File: src/rtl/tt_io_pkg.sv
`default_nettype none
// ============================================================================
//  Module      : tt_io_pkg
//  Description : Shared constants and helpers for the dedicated input bus
//                conditioning logic.
//  Revision    : 1.0 - initial release
// ============================================================================
package tt_io_pkg;

    // Width of the dedicated input bus.
    localparam int unsigned IO_WIDTH = 8;

    // Number of bits needed to hold 0..n-1, never less than one bit so a
    // pure-synchronizer build (n=1) still has a legal counter vector.
    function automatic int unsigned clog2_min1(input int unsigned n);
        int unsigned v;
        int unsigned r;
        v = (n > 0) ? n - 1 : 0;
        r = 0;
        while (v != 0) begin
            r = r + 1;
            v = v >> 1;
        end
        if (r == 0) begin
            r = 1;
        end
        return r;
    endfunction

endpackage
`default_nettype wire

File: src/rtl/debounce_bit.sv
`default_nettype none
// ============================================================================
//  Module      : debounce_bit
//  Description : One input bit: two-flop synchronizer, stability counter,
//                debounced level and registered rise/fall strobes. The
//                combinational next-strobe values are exported so the parent
//                can register an aggregate strobe aligned with rise/fall.
//  Revision    : 1.0 - initial release
// ============================================================================
module debounce_bit
    import tt_io_pkg::*;
#(
    parameter int unsigned DEBOUNCE_CYCLES = 50000
) (
    input  logic clk,
    input  logic rst_n,
    input  logic ena,
    input  logic d,
    output logic q,
    output logic rise,
    output logic fall,
    output logic rise_next,
    output logic fall_next
);

    localparam int unsigned              c_cnt_w    = clog2_min1(DEBOUNCE_CYCLES);
    localparam logic [c_cnt_w-1:0]       c_cnt_last = c_cnt_w'(DEBOUNCE_CYCLES - 1);

    logic               r_s1;
    logic               r_s2;
    logic [c_cnt_w-1:0] r_cnt;
    logic               r_q;
    logic               r_rise;
    logic               r_fall;

    logic               w_differ;
    logic               w_flip;

    // The synchronized level disagrees with the accepted level; once it has
    // done so for the full window the level is accepted on this edge.
    always_comb begin
        w_differ  = r_s2 ^ r_q;
        w_flip    = w_differ && (r_cnt == c_cnt_last);
        rise_next = ena & w_flip & r_s2;
        fall_next = ena & w_flip & ~r_s2;
    end

    // Synchronizer, stability counter, accepted level and one-cycle strobes.
    // With ena low everything holds except the strobes, which drop to 0; a
    // pending flip simply happens on the next enabled edge.
    always_ff @(posedge clk or negedge rst_n) begin
        if (!rst_n) begin
            r_s1   <= 1'b0;
            r_s2   <= 1'b0;
            r_cnt  <= '0;
            r_q    <= 1'b0;
            r_rise <= 1'b0;
            r_fall <= 1'b0;
        end else begin
            r_rise <= rise_next;
            r_fall <= fall_next;
            if (ena) begin
                r_s1 <= d;
                r_s2 <= r_s1;
                if (!w_differ) begin
                    r_cnt <= '0;
                end else if (w_flip) begin
                    r_q   <= r_s2;
                    r_cnt <= '0;
                end else begin
                    r_cnt <= r_cnt + c_cnt_w'(1);
                end
            end
        end
    end

    assign q    = r_q;
    assign rise = r_rise;
    assign fall = r_fall;

endmodule
`default_nettype wire

File: src/rtl/input_debounce_sync.sv
`default_nettype none
// ============================================================================
//  Module      : input_debounce_sync
//  Description : Conditions the raw asynchronous input pads into clean,
//                debounced synchronous levels with per-bit rise/fall strobes
//                and an aggregate one-cycle "changed" strobe.
//  Revision    : 1.0 - initial release
// ============================================================================
module input_debounce_sync
    import tt_io_pkg::*;
#(
    parameter int unsigned WIDTH           = IO_WIDTH,
    parameter int unsigned DEBOUNCE_CYCLES = 50000
) (
    input  logic             clk,
    input  logic             rst_n,
    input  logic             ena,
    input  logic [WIDTH-1:0] din,
    output logic [WIDTH-1:0] dout,
    output logic [WIDTH-1:0] rise,
    output logic [WIDTH-1:0] fall,
    output logic             changed
);

    logic [WIDTH-1:0] w_rise_next;
    logic [WIDTH-1:0] w_fall_next;
    logic             r_changed;

    // Bits are fully independent; each gets its own conditioning slice.
    for (genvar i = 0; i < WIDTH; i++) begin : g_bit
        debounce_bit #(
            .DEBOUNCE_CYCLES (DEBOUNCE_CYCLES)
        ) u_debounce_bit (
            .clk       (clk),
            .rst_n     (rst_n),
            .ena       (ena),
            .d         (din[i]),
            .q         (dout[i]),
            .rise      (rise[i]),
            .fall      (fall[i]),
            .rise_next (w_rise_next[i]),
            .fall_next (w_fall_next[i])
        );
    end

    // Aggregate strobe registered from the per-bit next values so it lines
    // up with rise/fall; several bits flipping together give a single pulse.
    always_ff @(posedge clk or negedge rst_n) begin
        if (!rst_n) begin
            r_changed <= 1'b0;
        end else begin
            r_changed <= ena & (|(w_rise_next | w_fall_next));
        end
    end

    assign changed = r_changed;

endmodule
`default_nettype wire

File: config.mk
export PLATFORM = sky130hd
export DESIGN_NAME = input_debounce_sync
export DESIGN_NICKNAME = d
export VERILOG_FILES = /design/src/rtl/tt_io_pkg.sv /design/src/rtl/debounce_bit.sv /design/src/rtl/input_debounce_sync.sv
export SDC_FILE = /design/constraint.sdc
export NUM_CORES = 1
export LEC_CHECK = 0
export ABC_CLOCK_PERIOD_IN_PS = 5810
export CELL_PAD_IN_SITES_DETAIL_PLACEMENT = 0
export CELL_PAD_IN_SITES_GLOBAL_PLACEMENT = 1
export CORE_MARGIN = 5
export CORE_UTILIZATION = 40
export CTS_CLUSTER_SIZE = 14
export DETAILED_ROUTE_END_ITERATION = 6
export PLACE_DENSITY_LB_ADDON = 0.1
export REMOVE_ABC_BUFFERS = 1
export SLEW_MARGIN = 20
export SYNTH_ARGS = -nofsm -noshare
export SYNTH_HDL_FRONTEND = slang
export SYNTH_SLANG_ARGS = --single-unit
File: constraint.sdc
create_clock -name clk -period 5.81 [get_ports clk]
set_input_delay 1.162 -clock clk [delete_from_list [all_inputs] [get_ports clk]]
set_output_delay 1.162 -clock clk [all_outputs]
set_load 0.01 [all_outputs]
==> results of run 1 <==
## stage by stage
stage	instances	cell area [sq um]	hold WS [ns]	power [mW]	setup WS, ns
floorplan	855	8642	0.4514	1.457	3.130
global placement	1175	9379	0.4821	1.556	2.694
detailed placement	1175	9379	0.4862	1.563	2.679
CTS	1207	9917	0.5007	2.623	3.134
global route	1207	9925	0.5133	2.710	3.000
finish	1207	9925	0.4992	2.590	3.109
## worst max-delay path by stage
stage / cells past startpoint / to / slack (ns)
finish: 6 / g_bit[1].u_debounce_bit.r_cnt[15] / 3.11
global route: 6 / g_bit[1].u_debounce_bit.r_cnt[15] / 3.00
CTS: 6 / g_bit[1].u_debounce_bit.r_cnt[15] / 3.13
detailed placement: 6 / g_bit[1].u_debounce_bit.r_cnt[15] / 2.68
global placement: 6 / g_bit[1].u_debounce_bit.r_cnt[15] / 2.69
floorplan: 4 / g_bit[6].u_debounce_bit.q / 3.13
## sequential cells by signal (all words and copies together) (netlist names)
signal / cells
g_bit.u_debounce_bit.r_cnt: 128
g_bit.u_debounce_bit.fall: 8
g_bit.u_debounce_bit.q: 8
g_bit.u_debounce_bit.r_s1: 8
g_bit.u_debounce_bit.r_s2: 8
g_bit.u_debounce_bit.rise: 8
changed: 1
## critical path, delay by kind of cell
kind	cells	cell delay (ns)
and+or+nand+nor	3	1.15
buffers and inverters	2	0.55
AOI/OAI and AO/OA	1	0.14
## cell usage after synthesis, types with 18 or more instances
library cell | instances | area, sq um
dfrtp_1 | 169 | 4229
nor2_1 | 72 | 270.3
nand3_1 | 61 | 305.3
nand2_1 | 56 | 210.2
nand4_1 | 48 | 300.3
o21ai_0 | 42 | 210.2
xnor2_1 | 37 | 324.1
inv_1 | 31 | 116.4
a21oi_1 | 28 | 140.1
buf_4 | 26 | 195.2
xor2_1 | 26 | 227.7
mux2_2 | 22 | 247.7
nor3_1 | 20 | 100.1
nor4_1 | 20 | 125.1
and3_1 | 19 | 118.9
or3_1 | 18 | 112.6
## metal layers
layer / wire (um) / vias up / share of wire
met3: 510 / 17 / 0.025
met1: 10030 / 3457 / 0.49
met5: 0 / - / 0
met2: 9559 / 96 / 0.47
li1: - / 3344 / -
met4: 225 / 0 / 0.011
## power by group
part	switching, mW	internal (mW)	leakage, nW	total, mW
clock network	0.490	0.560	0.248	1.05
logic	0.144	0.0866	1.46	0.231
registers	0.0771	1.23	2.31	1.31
## kinds of logic (layout without fill, tap and decap cells)
group,count (synthesis),in the layout,share of synthesized area
xor gates and xnor gates,63,63,0.06180
AOI/OAI and AO/OA,145,145,0.1075
muxes,30,30,0.03686
buffers and inverters,81,104,0.04554
and+or+nand+nor,408,408,0.2635
DFF,169,169,0.4737
adders and majority gates,8,8,0.01121
## cell type report
| class | instances | share of cell area |
|---|---|---|
| Multi-Input combinational cell | 654 | 0.4333 |
| Sequential cell | 169 | 0.4261 |
| Clock buffer | 19 | 0.04463 |
| Inverter | 32 | 0.01210 |
| Timing Repair Buffer | 40 | 0.03896 |
| Clock inverter | 13 | 0.009581 |
| Tap cell | 280 | 0.03530 |
==> results.toml, run 1 <==
[status]
status = "completed"

[finish]
multi_input_area_sq_um = 4300
diodes = 0
post-route-util = 0.4534
layout.nets = 933
mostFrequentLayoutCell = "dfrtp_1"
regArea_sq_um = 4229
fillers = 2097
drive_above_1_share = 0.09061
final_cell_mix = "dfrtp_1, nor2_1, nand3_1"
syn2layout_area_growth_pct = 11.15

[clocking]
post_cts_buffers = 0
cts-htree-levels = 4
cts.sinks = 169
cts_resized = 0
numCtsBuffers = 17
hold_buffers = 0
clockRootBuffer = "clkbuf_16"
insertion_delay_ns = 0.43
path_clk_slew_ns = 0.07
cts_tree = "yes"
clk_path_buf_depth = 2

[floorplan]
start_util = 0.4079
core_area_sq_um = 21890
design.die.area_sq_um = 25410
ios = 36
fp-row-count = 54
die_x_um = 159.4
die_height_um = 159.4

[global_route]
met3_usage = 0.03262
grt-ovfl-total = 0
grt_max_degree = 94
use_met2 = 0.2615
grt_pass1_vias = 6941
grt_pass1_wl_mm = 34.93
met1_usage = 0.2247
grt_usage = 0.1621
top_usage_layer = "met2"
antenna_found_initial = 0

[synth]
netlist-cell-type-count = 70
postSynthCellCount = 904
async_reset_ff_frac = 1.000
synth_edf_count = 0
avgSynthCellArea_sq_um = 9.877
ys_seq_area_frac = 0.4737
syn_area_sq_um = 8929
synth_warnings = 0
synth_ff_type = "dfrtp_1"
ys_ff_latch = 169

[timing]
period_share = 0.4649
hold_viol = 0
maxSlewHeadroom = 0.3437
fmax_mhz = 370.2
fin_worst_skew_ns = 0.01157
rsz0062_at_grt = "false"
finalSetupViolations = 0
finalWorstPathRequiredPeriod_ns = 2.701
fin_tns_setup_ns = 0
slew_violations = 0
tightest_slew_ns = 0.9811

[detailed_routing]
drcViolationCount = 0
drt-initial-drc-count = 389
via_per_inst = 5.728
antenna_left = 0
first_pass_iters = 5
num_vias = 6914
routed_wl_mm = 20.33
avgRoutedWirePerCell_um = 16.84

[worst_setup_path]
crit_top_cell = "buf_4"
endpoint_kind = "flop"
rrSetupSlack_ns = 3.27
worst_ep_required_time_ns = 6.16
critical_path_arrival_ns = 3.05
worstSetupStartpointType = "input port"
ff2ff_path_depth = 5
timing.rr.start = "g_bit[6].u_debounce_bit.r_cnt[0]"
crit_type = "in2reg"
r2r-end = "g_bit[6].u_debounce_bit.q"
slowest_stage = "or4_4"
worstPathMaxFanout = 47
critPathLaunch = "ena"
crit_chain = "buf_4 -> buf_4 -> nand4_4 -> or4_4 -> or3_1 -> a21oi_1"
crit_path_max_incr_delay_ns = 0.58

[power_and_ir_drop]
vdd_drop_max_v = 0.0001550
leakage_nw = 4.013
p_per_area_nw_per_um2 = 260.9

[worst_hold_path]
min_path_cells = 1
hold_start = "g_bit[6].u_debounce_bit.r_s1"
whs_endpoint = "g_bit[6].u_debounce_bit.r_s2"
hold_path.class = "reg2reg"

[placement]
io_buffers = 35
gp_congestion = 0.8047
hpwl_mm = 14.04

[job]
maxCapViolCount = 0
(Power assumes the default switching activity.)
==> run 2, diff against run 1 <==
- ABC_CLOCK_PERIOD_IN_PS: 5810 -> 2450
- clock period: 5.81 -> 2.45 ns (I/O delays scaled with it)
==> run 2 against run 1 <==
Against the previous run: critical path depth decreased by 1; clock power increased to 2.6 times the previous value; worst setup slack got worse by 2.8 ns; count of clock-buffer cells in the layout increased by 2; critical path type is now reg2reg; highest routed layer unchanged.
==> results.toml, run 2 (same netlist as run 1, synthesis figures left out) <==
[floorplan]
fp-row-count = 54
start_util = 0.4079
core_area_sq_um = 21890
die_x_um = 159.4
die_height_um = 159.4
design.die.area_sq_um = 25410
ios = 36

[worst_setup_path]
rrSetupSlack_ns = 0.27
crit_type = "reg2reg"
r2r-end = "g_bit[4].u_debounce_bit.r_cnt[12]"
worst_ep_required_time_ns = 2.78
worstSetupStartpointType = "flop"
worstPathMaxFanout = 9
timing.rr.start = "g_bit[4].u_debounce_bit.r_cnt[0]"
critPathLaunch = "g_bit[4].u_debounce_bit.r_cnt[0]"
cp-endpoint = "g_bit[4].u_debounce_bit.r_cnt[12]"
ff2ff_path_depth = 5
critical_path_arrival_ns = 2.51
endpoint_kind = "flop"

[detailed_routing]
avgRoutedWirePerCell_um = 16.56
num_vias = 6937
via_per_inst = 5.654
antenna_left = 0
drcViolationCount = 0
first_pass_iters = 5
routed_wl_mm = 20.32
drt-initial-drc-count = 293

[clocking]
clockRootBuffer = "clkbuf_16"
cts.sinks = 169
insertion_delay_ns = 0.42
clk_path_buf_depth = 2
hold_buffers = 0
cts-htree-levels = 4
cts_resized = 0
path_clk_slew_ns = 0.07
numCtsBuffers = 17
cts_tree = "yes"
post_cts_buffers = 0

[finish]
syn2layout_area_growth_pct = 14.10
diodes = 0
drive_above_1_share = 0.1088
mostFrequentLayoutCell = "dfrtp_1"
top_register = "g_bit.u_debounce_bit.r_cnt"
fillers = 2068
largest_register_ffs = 128
instances_no_fill = 1227
final_cell_mix = "dfrtp_1, nor2_1, nand3_1"
post-route-util = 0.4654
layout.nets = 955
finalInstanceArea_sq_um = 10190

[global_route]
antenna_found_initial = 0
use_met2 = 0.2671
met1_usage = 0.2215
grt-ovfl-total = 0
met3_usage = 0.03417
grt_usage = 0.1629
grt_max_degree = 66
grt_pass1_vias = 6931
top_usage_layer = "met2"
grt_pass1_wl_mm = 34.95

[power_and_ir_drop]
p_clk_frac = 0.426
sw_frac_of_total = 0.2487
vdd_drop_max_v = 0.0003776
seqPwrFrac = 0.482
p_int_mw = 4.832
p_per_area_nw_per_um2 = 631.3
leakage_nw = 4.182
netSwitchingPower_mw = 1.600
comb_power_share = 0.092

[timing]
maxSlewHeadroom = 0.3275
finalWorstPathRequiredPeriod_ns = 2.180
rsz0062_at_grt = "false"
slew_violations = 0
timing.hold.ws_ns = 0.06007
tightest_slew_ns = 1.005
finalSetupViolations = 0
fin_tns_setup_ns = 0
fmax_mhz = 458.8
fin_worst_skew_ns = 0.01316
period_share = 0.8897
hold_viol = 0

[placement]
gp_congestion = 0.8065
dp.cells = 1197
hpwl_mm = 14.36
place_area_sq_um = 9594
io_buffers = 35

[job]
maxCapViolCount = 0

[worst_hold_path]
hold_path.class = "in2async"

[status]
status = "completed"
==> run 2: cell types whose count changed in the layout (fill, tap and decap cells not counted), sizes merged <==
cell,previous run,this run
inv,34,31
buf,7,29
clkbuf,19,21
bufinv,0,3
clkinv,5,6
clkinvlp,6,1
==> run 2: how the worst min path moves through the flow <==
stage	start	endpoint	slack (ns)
6_report	rst_n	g_bit[7].u_debounce_bit.r_cnt[10]	0.06
5_1_grt	rst_n	g_bit[7].u_debounce_bit.r_cnt[14]	0.11
4_1_cts	rst_n	g_bit[7].u_debounce_bit.r_cnt[14]	0.08
2_1_floorplan	rst_n	changed	0.19
3_3_place_gp	g_bit[4].u_debounce_bit.r_s1	g_bit[4].u_debounce_bit.r_s2	0.48
3_5_place_dp	g_bit[5].u_debounce_bit.r_s1	g_bit[5].u_debounce_bit.r_s1	0.49
==> run 2: critical path, cell delays in order (launching register included) <==
cell	delay, ns
dfrtp_1	0.43
ha_1	0.27
and4b_1	0.25
a41oi_1	0.59
nor2_1	0.34
a21oi_1	0.22
==> run 2: stage by stage <==
stage               worst slack (ns)  total power [mW]
floorplan                     0.4418             3.455
global placement              0.2679             3.737
detailed placement            0.2303             3.752
CTS                           0.2846             6.537
global route                  0.1016             6.751
finish                        0.2703             6.431
==> run 2: layer usage <==
layer,wire (um),share of wire
met5,0,0
met4,203,0.010
met3,626,0.031
met2,9782,0.48
met1,9712,0.48
==> run 2: cell type report <==
cell class,count,area [sq um],area share
multi-input cells,654,4293,0.4214
repair buffers,62,601.8,0.05908
flip-flops and latches,169,4229,0.4151
well taps,280,350.3,0.03439
inverters,32,120.1,0.01179
clock buffers,21,470.5,0.04618
clock inverters,9,122.6,0.01204
==> run 2: power by group through the flow <==
stage          Combinational (mW)  Clock [mW]  Sequential (mW)
6_report                    0.593        2.74             3.10
5_1_grt                     0.681        2.94             3.13
4_1_cts                     0.605        2.83             3.10
3_5_place_dp                0.604           0             3.15
3_3_place_gp                0.592           0             3.15
2_1_floorplan               0.354           0             3.10
==> run 3, diff against run 2 <==
- CTS_CLUSTER_SIZE: 14 -> 28
==> results of run 3 <==
Same layout as run 2: the final DEF is identical, and so are final timing and power.
